## src/rtl/serial_tx_scheduler_pkg.sv

```systemverilog
// Shared types for the RS232 transmit scheduler: FSM states, source ids,
// I/O word addresses of the TX ports and the round-robin pick function.
package serial_tx_scheduler_pkg;

  typedef enum logic [1:0] {
    ST_IDLE = 2'd0,
    ST_SEND = 2'd1,
    ST_HOLD = 2'd2,
    ST_WAIT = 2'd3
  } tx_state_t;

  typedef enum logic {
    SRC_CPU = 1'b0,
    SRC_AUX = 1'b1
  } src_t;

  // I/O word addresses decoded outside this block (TX data / TX status)
  localparam logic [3:0] IO_TX_DATA_ADDR = 4'd8;
  localparam logic [3:0] IO_TX_STAT_ADDR = 4'd9;

  function automatic src_t rr_pick(input logic cpu_ne, input logic aux_ne, input src_t last);
    src_t pick;
    if (cpu_ne && aux_ne) begin
      pick = (last == SRC_AUX) ? SRC_CPU : SRC_AUX;
    end else if (cpu_ne) begin
      pick = SRC_CPU;
    end else begin
      pick = SRC_AUX;
    end
    return pick;
  endfunction

endpackage

```

## src/rtl/serial_tx_scheduler_byte_fifo.sv

```systemverilog
// Byte FIFO with 2**AW entries; a push into a full FIFO is accepted only
// when a pop happens in the same cycle.
module byte_fifo #(
  parameter int AW = 4
) (
  input  logic          clk,
  input  logic          rst,
  input  logic          push,
  input  logic          pop,
  input  logic [7:0]    din,
  output logic [7:0]    dout,
  output logic          full,
  output logic          empty,
  output logic [AW:0]   count
);

  localparam int DEPTH = 1 << AW;
  localparam logic [AW-1:0] PTR_ONE = AW'(1);
  localparam logic [AW:0]   CNT_ONE = (AW+1)'(1);
  localparam logic [AW:0]   CNT_FULL = (AW+1)'(DEPTH);
  localparam logic [AW:0]   CNT_ZERO = (AW+1)'(0);

  logic [7:0]    mem_r [DEPTH];
  logic [AW-1:0] wr_ptr_r;
  logic [AW-1:0] rd_ptr_r;
  logic [AW:0]   count_r;
  logic          do_push_s;
  logic          do_pop_s;

  assign full      = (count_r == CNT_FULL);
  assign empty     = (count_r == CNT_ZERO);
  assign count     = count_r;
  assign dout      = mem_r[rd_ptr_r];
  assign do_pop_s  = pop & ~empty;
  assign do_push_s = push & (~full | do_pop_s);

  // Storage array; contents need no reset since count gates every read.
  always_ff @(posedge clk) begin
    if (do_push_s) begin
      mem_r[wr_ptr_r] <= din;
    end
  end

  // Pointers and occupancy count.
  always_ff @(posedge clk or posedge rst) begin
    if (rst) begin
      wr_ptr_r <= '0;
      rd_ptr_r <= '0;
      count_r  <= CNT_ZERO;
    end else begin
      if (do_push_s) begin
        wr_ptr_r <= wr_ptr_r + PTR_ONE;
      end
      if (do_pop_s) begin
        rd_ptr_r <= rd_ptr_r + PTR_ONE;
      end
      case ({do_push_s, do_pop_s})
        2'b10:   count_r <= count_r + CNT_ONE;
        2'b01:   count_r <= count_r - CNT_ONE;
        default: count_r <= count_r;
      endcase
    end
  end

endmodule

```

## src/rtl/serial_tx_scheduler.sv

```systemverilog
// Shares one RS232 transmitter between a CPU byte FIFO and an aux byte FIFO,
// granting round-robin and sequencing the transmitter start/rdy handshake.
module serial_tx_scheduler
  import serial_tx_scheduler_pkg::*;
#(
  parameter int CPU_AW = 4,
  parameter int AUX_AW = 2
) (
  input  logic       clk,
  input  logic       rst,
  input  logic       cpu_wr,
  input  logic [7:0] cpu_data,
  input  logic       cpu_clr,
  output logic       cpu_full,
  output logic       cpu_empty,
  output logic       cpu_ovf,
  input  logic       aux_valid,
  input  logic [7:0] aux_data,
  output logic       aux_ready,
  output logic       tx_start,
  output logic [7:0] tx_data,
  input  logic       tx_rdy,
  output logic       busy
);

  tx_state_t       state_r;
  tx_state_t       next_state_s;
  src_t            last_grant_r;
  src_t            grant_src_s;
  logic            grant_valid_s;
  logic            cpu_pop_s;
  logic            aux_pop_s;
  logic [7:0]      cpu_dout_s;
  logic [7:0]      aux_dout_s;
  logic            cpu_full_s;
  logic            cpu_empty_s;
  logic            aux_full_s;
  logic            aux_empty_s;
  logic [CPU_AW:0] cpu_count_s;
  logic [AUX_AW:0] aux_count_s;
  logic            tx_start_r;
  logic [7:0]      tx_data_r;
  logic            cpu_ovf_r;

  byte_fifo #(.AW(CPU_AW)) u_cpu_fifo (
    .clk   (clk),
    .rst   (rst),
    .push  (cpu_wr),
    .pop   (cpu_pop_s),
    .din   (cpu_data),
    .dout  (cpu_dout_s),
    .full  (cpu_full_s),
    .empty (cpu_empty_s),
    .count (cpu_count_s)
  );

  byte_fifo #(.AW(AUX_AW)) u_aux_fifo (
    .clk   (clk),
    .rst   (rst),
    .push  (aux_valid),
    .pop   (aux_pop_s),
    .din   (aux_data),
    .dout  (aux_dout_s),
    .full  (aux_full_s),
    .empty (aux_empty_s),
    .count (aux_count_s)
  );

  assign cpu_full  = cpu_full_s;
  assign cpu_empty = cpu_empty_s;
  assign cpu_ovf   = cpu_ovf_r;
  assign aux_ready = ~aux_full_s | aux_pop_s;
  assign tx_start  = tx_start_r;
  assign tx_data   = tx_data_r;
  assign busy      = (state_r != ST_IDLE) | (cpu_count_s != '0) | (aux_count_s != '0);

  // FSM state register.
  always_ff @(posedge clk or posedge rst) begin
    if (rst) begin
      state_r <= ST_IDLE;
    end else begin
      state_r <= next_state_s;
    end
  end

  // FSM next-state logic; HOLD deliberately ignores tx_rdy while it falls.
  always_comb begin
    next_state_s = ST_IDLE;
    case (state_r)
      ST_IDLE: next_state_s = grant_valid_s ? ST_SEND : ST_IDLE;
      ST_SEND: next_state_s = ST_HOLD;
      ST_HOLD: next_state_s = ST_WAIT;
      ST_WAIT: next_state_s = tx_rdy ? ST_IDLE : ST_WAIT;
      default: next_state_s = ST_IDLE;
    endcase
  end

  // Grant and pop decode; a pop only ever happens from IDLE.
  always_comb begin
    grant_valid_s = 1'b0;
    grant_src_s   = last_grant_r;
    cpu_pop_s     = 1'b0;
    aux_pop_s     = 1'b0;
    if ((state_r == ST_IDLE) && tx_rdy && (!cpu_empty_s || !aux_empty_s)) begin
      grant_valid_s = 1'b1;
      grant_src_s   = rr_pick(!cpu_empty_s, !aux_empty_s, last_grant_r);
      cpu_pop_s     = (grant_src_s == SRC_CPU);
      aux_pop_s     = (grant_src_s == SRC_AUX);
    end else begin
      grant_valid_s = 1'b0;
    end
  end

  // Registered transmitter outputs and round-robin history.
  always_ff @(posedge clk or posedge rst) begin
    if (rst) begin
      tx_start_r   <= 1'b0;
      tx_data_r    <= 8'h00;
      last_grant_r <= SRC_AUX;
    end else begin
      tx_start_r <= grant_valid_s;
      if (grant_valid_s) begin
        tx_data_r    <= (grant_src_s == SRC_CPU) ? cpu_dout_s : aux_dout_s;
        last_grant_r <= grant_src_s;
      end
    end
  end

  // Sticky overflow on a dropped CPU write; clear has priority.
  always_ff @(posedge clk or posedge rst) begin
    if (rst) begin
      cpu_ovf_r <= 1'b0;
    end else if (cpu_clr) begin
      cpu_ovf_r <= 1'b0;
    end else if (cpu_wr && cpu_full_s && !cpu_pop_s) begin
      cpu_ovf_r <= 1'b1;
    end
  end

endmodule
```

## config.mk

```make
export PLATFORM = sky130hd
export DESIGN_NAME = serial_tx_scheduler
export DESIGN_NICKNAME = d
export VERILOG_FILES = /design/src/rtl/serial_tx_scheduler_pkg.sv /design/src/rtl/serial_tx_scheduler_byte_fifo.sv /design/src/rtl/serial_tx_scheduler.sv
export SDC_FILE = /design/constraint.sdc
export NUM_CORES = 1
export LEC_CHECK = 0
export BUFFER_PORTS_ARGS = -buffer_cell sky130_fd_sc_hd__buf_2
export CAP_MARGIN = 10
export CORE_MARGIN = 5
export CORE_UTILIZATION = 35
export DETAILED_ROUTE_END_ITERATION = 10
export PLACE_DENSITY = 0.55
export SLEW_MARGIN = 20
export SYNTH_ARGS = -nofsm -noshare
export SYNTH_HDL_FRONTEND = slang
export SYNTH_SLANG_ARGS = --single-unit
```

## constraint.sdc

```tcl
create_clock -name clk -period 6.6 [get_ports clk]
set_clock_uncertainty 0.15 [all_clocks]
set_input_delay 0.66 -clock clk [delete_from_list [all_inputs] [get_ports clk]]
set_output_delay 0.66 -clock clk [all_outputs]
set_load 0.005 [all_outputs]
```

==> flow_summary_export.csv, run 1 <==
group,metric,value,unit
pwr,switching_power,1180,µW
setup_path,cp-end-kind,"register",
timing,slew_headroom,30.7,%
synth,synth_xor_area_share,2.10,%
grt,overflow,0,
timing,setup_viol,0,
timing,fin_crit_sh,59.6,%
setup_path,worstSetupStartpointType,"register",
clock_network,clk-insertion-delay-late,0.43,ns
die,pin_count,36,
die,die_h,160,µm
timing,setup_tns,0,ns
setup_path,regToRegSetupSlack,2.67,ns
timing,rsz0062_at_grt,"no",
routing,route.detailed.drc,0,
clock_network,clk_pin_slew,0.07,ns
die,die-area,0.0256,mm²
placed_design,routabilityCongestion,0.750,
synth,syn_inst,434,
setup_path,crit_path_max_fanout,10,
clock_network,cts_buffers,17,
clock_network,clockRootBuffer,"clkbuf_16",
setup_path,cp.arrival,4.13,ns
timing,max_slew.worst_pin.slew,1.04,ns
clock_network,cts_tree,"yes",
synth,synth_edf_count,160,
grt,antenna_found_initial,0,
routing,wl_per_cell,20.0,µm
timing,period_needed,3.93,ns
pwr,swShare,31.1,%
setup_path,r2r_cells,12,
placed_design,detailed_place_hpwl,10200,µm
synth,yosys-mux-area-fraction,11.8,%
pwr,power_leakage,0.00308,µW
synth,syn-cell-area,0.00788,mm²
pwr,power_density,424,mW/mm²
synth,synth_top_family_by_area,"multiplexers",
routing,drt_iter0_drc,299,
synth,async_flop_share,17.1,%
synth,yosysWarnings,0,
die,row_count,55,
clock_network,ctsResizeCount,0,
grt,grt_pass1_wl,24300,µm
setup_path,r2r_start,"state_r[1]$_DFF_PP0_",
pwr,power_frac_comb,26.8,%
min_path,hp-class,"in -> async",
job,drv_cap,0,
pwr,p_int,2610,µW
setup_path,crit_required,6.80,ns
synth,synthAdderAreaFrac,2.48,%
synth,synth-simple-area-share,4.89,%
routing,wl,15400,µm
run_status,status,"complete, no violations",
pwr,seq_power_share,45.9,%
setup_path,startpoint,"state_r[1]$_DFF_PP0_",
setup_path,endpoint,"u_cpu_fifo.count[4]$_DFFE_PP0P_",
placed_design,io_buffers,35,
synth,ys_ff_latch,193,
final_layout,drive_gt1_share,26.0,%
pwr,irDropWorstVdd,0.185,mV
routing,vias,3895,
timing,final_max_slew_viol_count,0,
timing,finalHoldViolations,0,
synth,ys_seq_area_share,71.5,%
die,die_x,160,µm
die,initial_core_util,35.1,%
clock_network,post-cts-setup-buffers,0,
final_layout,finalNetCount,508,
die,core_area,0.0224,mm²
setup_path,crit_type,"reg -> reg",
clock_network,hold_buffers,0,
synth,ys_types,48,
timing,timing.fmax,254,MHz
routing,first_pass_iters,4,
final_layout,diodes,0,
setup_path,timing.rr.end,"u_cpu_fifo.count[4]$_DFFE_PP0P_",
final_layout,area_delta_synth_final,13.3,%
synth,synthFlopType,"edfxtp_1",
routing,drtAntennaViolNets,0,
clock_network,clockBufferDepth,2,
grt,grt_pass1_vias,4147,
pwr,pwr-share-clk,27.3,%
clock_network,htree_levels,4,
grt,grt.total_usage,12.6,%
synth,synth-compound-area-share,5.08,%
synth,syn_nets,471,
clock_network,cts_sinks,193,
synth,avgSynthCellArea,18.2,µm²
grt,grt_start_max_net_pins,35,
routing,vias_per_cell,5.07,
timing,whs,0.183,ns
-- cell usage after synthesis (3+ instances only) --
library cell,number,area (µm²)
mux4_2,40,901
inv_1,14,52.6
buf_2,8,40.0
nand2_1,8,30.0
nor2_1,30,113
and3_1,4,25.0
a22oi_1,17,128
nor3_1,5,25.0
o21ai_0,3,15.0
edfxtp_1,160,4800
nand2_4,4,45.0
dfrtp_1,32,801
a21oi_1,28,140
nand3_1,3,15.0
nand2b_1,3,18.8
buf_1,4,15.0
xor2_1,8,70.1
xnor2_1,9,78.8
ha_1,14,175
clkbuf_1,6,22.5
-- per-layer routing --
layer  global-route usage, %  wire length [µm]  vias up
met4                    4.42               252        0
met3                    2.35               483       15
met2                    21.5              8010       80
met5                       0                 0        -
met1                    16.3              6630     2034
li1                        -                 -     1766
-- metrics by stage --
stage	std cells	worst slack [ns]	instance area, µm²	total power, µW	utilization (%)
after floorplan	434	3.00	7880	2490	-
after global placement	737	2.50	8340	2770	37.2
after detailed placement	737	2.34	8340	2800	37.2
after CTS	769	2.65	8930	3840	39.8
after global routing	769	2.38	8930	4000	39.8
final	769	2.67	8930	3780	39.8
-- cells by family (layout without fill, tap and decap cells) --
family,Yosys count,after routing
muxes,43,43
xor gates and xnor gates,18,18
and+or+nand+nor,69,69
DFF,193,193
buffers and inverters,36,86
AOI/OAI and AO/OA,60,60
adders and majority gates,15,15
-- state kept, by name (all words and copies together), names as in the netlist --
| name | flops |
|---|---|
| state_r | 2 |
| cpu_ovf | 1 |
| last_grant_r | 1 |
| u_aux_fifo.count | 3 |
| u_aux_fifo.wr_ptr_r | 2 |
| tx_start | 1 |
| u_aux_fifo.mem_r | 32 |
| u_cpu_fifo.mem_r | 128 |
| u_cpu_fifo.wr_ptr_r | 4 |
| tx_data | 8 |
| u_cpu_fifo.rd_ptr_r | 4 |
| u_cpu_fifo.count | 5 |
| u_aux_fifo.rd_ptr_r | 2 |
-- final cells by class --
type                            instances  area [µm²]
Inverter                               14        52.6
Tap cell                              285         357
Sequential cell                       193        5630
Fill cell                            2040       13500
Timing Repair Buffer                   40         213
Clock buffer                           19         433
Multi-Input combinational cell        205        2080
Clock inverter                         13         160
-- cells in the final DEF (no fill, tap or decap), drive strengths merged, types with 3 or more instances in the layout --
| cell type | netlist | layout |
|---|---|---|
| clkbuf | 6 | 19 |
| xor2 | 8 | 8 |
| mux4 | 40 | 40 |
| buf | 15 | 40 |
| xnor2 | 10 | 10 |
| clkinv | 0 | 7 |
| nor3 | 6 | 6 |
| a22oi | 17 | 17 |
| bufinv | 0 | 3 |
| o21ai | 3 | 3 |
| nand3 | 3 | 3 |
| ha | 14 | 14 |
| nor2 | 30 | 30 |
| and3 | 5 | 5 |
| nand2b | 3 | 3 |
| nand2 | 12 | 12 |
| a21o | 3 | 3 |
| a21oi | 29 | 29 |
| dfrtp | 32 | 32 |
| inv | 14 | 16 |
| edfxtp | 160 | 160 |
-- worst min path at each step --
| stage | from | endpoint | depth (start not counted) |
|---|---|---|---|
| finish | rst | u_cpu_fifo.count[1]$_DFFE_PP0P_ | 3 |
| global route | cpu_clr | cpu_ovf$_DFFE_PP0P_ | 2 |
| detailed placement | cpu_ovf$_DFFE_PP0P_ | cpu_ovf$_DFFE_PP0P_ | 2 |
| global placement | cpu_ovf$_DFFE_PP0P_ | cpu_ovf$_DFFE_PP0P_ | 2 |
| CTS | rst | tx_data[2]$_DFFE_PP0N_ | 3 |
| floorplan | u_aux_fifo.count[2]$_DFFE_PP0P_ | u_aux_fifo.count[2]$_DFFE_PP0P_ | 1 |
-- worst max-delay path, stage by stage (launching register included) --
cell	delay [ns]
dfrtp_1	0.40
or3b_1	0.48
a221oi_4	0.42
o21a_1	0.60
inv_1	0.14
ha_1	0.35
xor2_1	0.18
ha_1	0.22
a21boi_0	0.21
o221ai_1	0.18
a21o_1	0.21
a21oi_1	0.17
xnor2_1	0.13
-- power groups by stage --
stage                     registers [µW]  clock network [µW]  logic (µW)
final                               1740                1030        1010
after global routing                1770                1110        1120
after detailed placement            1770                   0        1030
after global placement              1760                   0        1010
after CTS                           1750                1060        1040
after floorplan                     1640                   0         844
No activity file was read; power rests on OpenSTA's default activity.
==> inputs of run 2 (changes only) <==
==> constraint.sdc (replaced) <==
create_clock -name clk -period 3.62 [get_ports clk]
set_clock_uncertainty 0.15 [all_clocks]
set_input_delay 0.362 -clock clk [delete_from_list [all_inputs] [get_ports clk]]
set_output_delay 0.362 -clock clk [all_outputs]
set_load 0.005 [all_outputs]
==> run 2 against run 1 <==
Against the previous run:
- the run now ends with hold timing left
- setup slack worse by 2.3 ns
- clock power up 69%
- routed wire length about the same
- die area unchanged
- non-clock buffer count up 21
- critical path depth unchanged
- sequential power up 82%
- utilization up 0.61 points
- via count down 0.28%
- first-iteration DRC count down 18%
- combinational power up 89%
- critical endpoint unchanged
- largest cell class unchanged
- largest power group unchanged
==> flow_summary_export.csv, run 2 (synthesis results as in run 1) <==
group,metric,value,unit
setup_path,regToRegSetupSlack,0.39,ns
setup_path,crit_path_max_fanout,10,
grt,grt.total_usage,12.6,%
final_layout,finalNetCount,529,
final_layout,drive_gt1_share,28.1,%
routing,drtAntennaViolNets,0,
routing,vias_per_cell,4.92,
timing,rsz0062_at_grt,"no",
setup_path,critical_path.most_common_cell,"ha_1",
pwr,irDropWorstVdd,0.315,mV
setup_path,r2r_cells,12,
routing,wl_met2,8340,µm
run_status,status,"finished with violations",
placed_design,routabilityCongestion,0.761,
timing,max_slew.worst_pin.slew,0.923,ns
timing,setup_tns,0,ns
timing,whs,-0.00896,ns
final_layout,final_common_cell,"edfxtp_1",
die,pin_count,36,
timing,period_needed,3.23,ns
setup_path,cp.arrival,3.43,ns
pwr,power_frac_comb,28.0,%
clock_network,clockBufferDepth,2,
die,die-area,0.0256,mm²
clock_network,cts_sinks,193,
routing,drt-met1-wl,6490,µm
grt,grt_pass1_vias,4165,
timing,slew_headroom,38.4,%
min_path,hp-class,"in -> async",
setup_path,slowest_stage,"dfrtp_1",
pwr,pwr-share-clk,25.6,%
clock_network,htree_levels,4,
pwr,power_density,751,mW/mm²
clock_network,post-cts-setup-buffers,0,
run_status,violations,"hold timing",
die,die_x,160,µm
die,row_count,55,
routing,met3_length,374,µm
timing,timing.fmax,309,MHz
routing,top_layer,"met4",
pwr,p_int,4610,µW
setup_path,worstSetupStartpointType,"register",
final_layout,diodes,0,
setup_path,startpoint,"u_cpu_fifo.count[1]$_DFFE_PP0P_",
routing,route.detailed.drc,0,
grt,antenna_found_initial,0,
die,initial_core_util,35.1,%
routing,drt_iter0_drc,246,
pwr,switching_power,2210,µW
pwr,seq_power_share,46.4,%
final_layout,regMostFlops,"u_cpu_fifo.mem_r",
clock_network,clk-insertion-delay-late,0.42,ns
grt,overflow,0,
final_layout,largest_reg_flops,128,
die,core_area,0.0224,mm²
job,drv_cap,0,
setup_path,crit_type,"reg -> reg",
routing,wl,15400,µm
setup_path,r2r_start,"u_cpu_fifo.count[1]$_DFFE_PP0P_",
routing,wl_per_cell,19.5,µm
setup_path,slowest_delay,0.49,ns
grt,grt_start_max_net_pins,35,
clock_network,cts_tree,"yes",
timing,setup_viol,0,
final_layout,postLayoutCoreUtil,40.4,%
setup_path,timing.rr.end,"u_cpu_fifo.count[4]$_DFFE_PP0P_",
timing,final_max_slew_viol_count,0,
clock_network,clk_pin_slew,0.07,ns
die,die_h,160,µm
timing,fin_crit_sh,89.3,%
pwr,power_leakage,0.00317,µW
pwr,swShare,32.4,%
final_layout,layout_common_cells,"160 x edfxtp_1, 40 x mux4_2, 35 x buf_2",
clock_network,cts_buffers,17,
placed_design,io_buffers,35,
routing,vias,3884,
final_layout,area_delta_synth_final,15.0,%
routing,first_pass_iters,4,
setup_path,crit_required,3.82,ns
timing,finalHoldViolations,15,
setup_path,path_cells,"nor4_4 > nand2_1 > o21a_1 > inv_1 > ha_1 > xor2_1 > ha_1 > a21boi_0 > o221ai_1 > a21o_1 > a21oi_1 > xnor2_1",
grt,grt_pass1_wl,24500,µm
placed_design,detailed_place_hpwl,10300,µm
clock_network,clockRootBuffer,"clkbuf_16",
setup_path,cp-end-kind,"register",
-- run 2: changes by cell type in the layout (fill, tap and decap cells not counted), sizes merged --
| cell | change |
|---|---|
| clkbuf | -1 |
| buf | +15 |
| bufinv | -3 |
| inv | +2 |
| dlygate4sd3 | +6 |
| clkinvlp | -1 |
| clkinv | +3 |
-- run 2: how the worst max path moves through the flow --
stage | end | slack (ns) | depth (start not counted)
floorplan | u_cpu_fifo.count[4]$_DFFE_PP0P_ | 0.27 | 15
global placement | u_cpu_fifo.count[4]$_DFFE_PP0P_ | 0.49 | 12
detailed placement | u_cpu_fifo.count[4]$_DFFE_PP0P_ | 0.36 | 12
CTS | u_cpu_fifo.count[4]$_DFFE_PP0P_ | 0.38 | 12
global route | u_cpu_fifo.count[4]$_DFFE_PP0P_ | 0.16 | 12
finish | u_cpu_fifo.count[4]$_DFFE_PP0P_ | 0.39 | 12
-- run 2: timing repair --
item / CTS / global route
resized for setup: 0 / 0
hold endpoints to repair: 20 / 0
hold buffers: 6 / 0
-- run 2: cell type report --
cell class	instances	area [µm²]
clock buffers	18	429
flip-flops and latches	193	5630
fillers	2024	13400
well taps	285	357
clock inverters	14	130
multi-input cells	205	2080
inverters	14	52.6
repair buffers	61	385
-- run 2: power by group through the flow --
stage	Clock, µW	Sequential [µW]	Combinational (µW)
6_report	1740	3160	1910
5_1_grt	1870	3220	2100
4_1_cts	1790	3180	1960
3_5_place_dp	0	3220	1950
3_3_place_gp	0	3200	1920
2_1_floorplan	0	2990	1540
-- run 2: metrics by stage --
| step | hold WS (ns) | power [µW] | area [µm²] | cells | worst slack (ns) |
|---|---|---|---|---|---|
| after floorplan | 0.278 | 4530 | 7880 | 434 | 0.265 |
| after global placement | 0.328 | 5120 | 8450 | 752 | 0.490 |
| after detailed placement | 0.335 | 5170 | 8450 | 752 | 0.359 |
| after CTS | 0.000568 | 6920 | 9070 | 790 | 0.382 |
| after global routing | 0.0113 | 7200 | 9070 | 790 | 0.165 |
| final | -0.00896 | 6810 | 9070 | 790 | 0.388 |
-- run 2: critical path: cells and delay by family (launching register included) --
| family | cells | cell delay, ns |
|---|---|---|
| xor+xnor | 2 | 0.32 |
| buf+inv | 1 | 0.08 |
| fa+ha+maj | 2 | 0.60 |
| compound gates | 5 | 0.94 |
| flops | 1 | 0.49 |
| simple gates | 2 | 0.57 |
-- run 2: metal layers --
metal	vias up	global-route usage, %
met5	-	0
met4	0	3.75
met3	11	2.30
met2	50	22.1
met1	2013	15.9
li1	1810	-
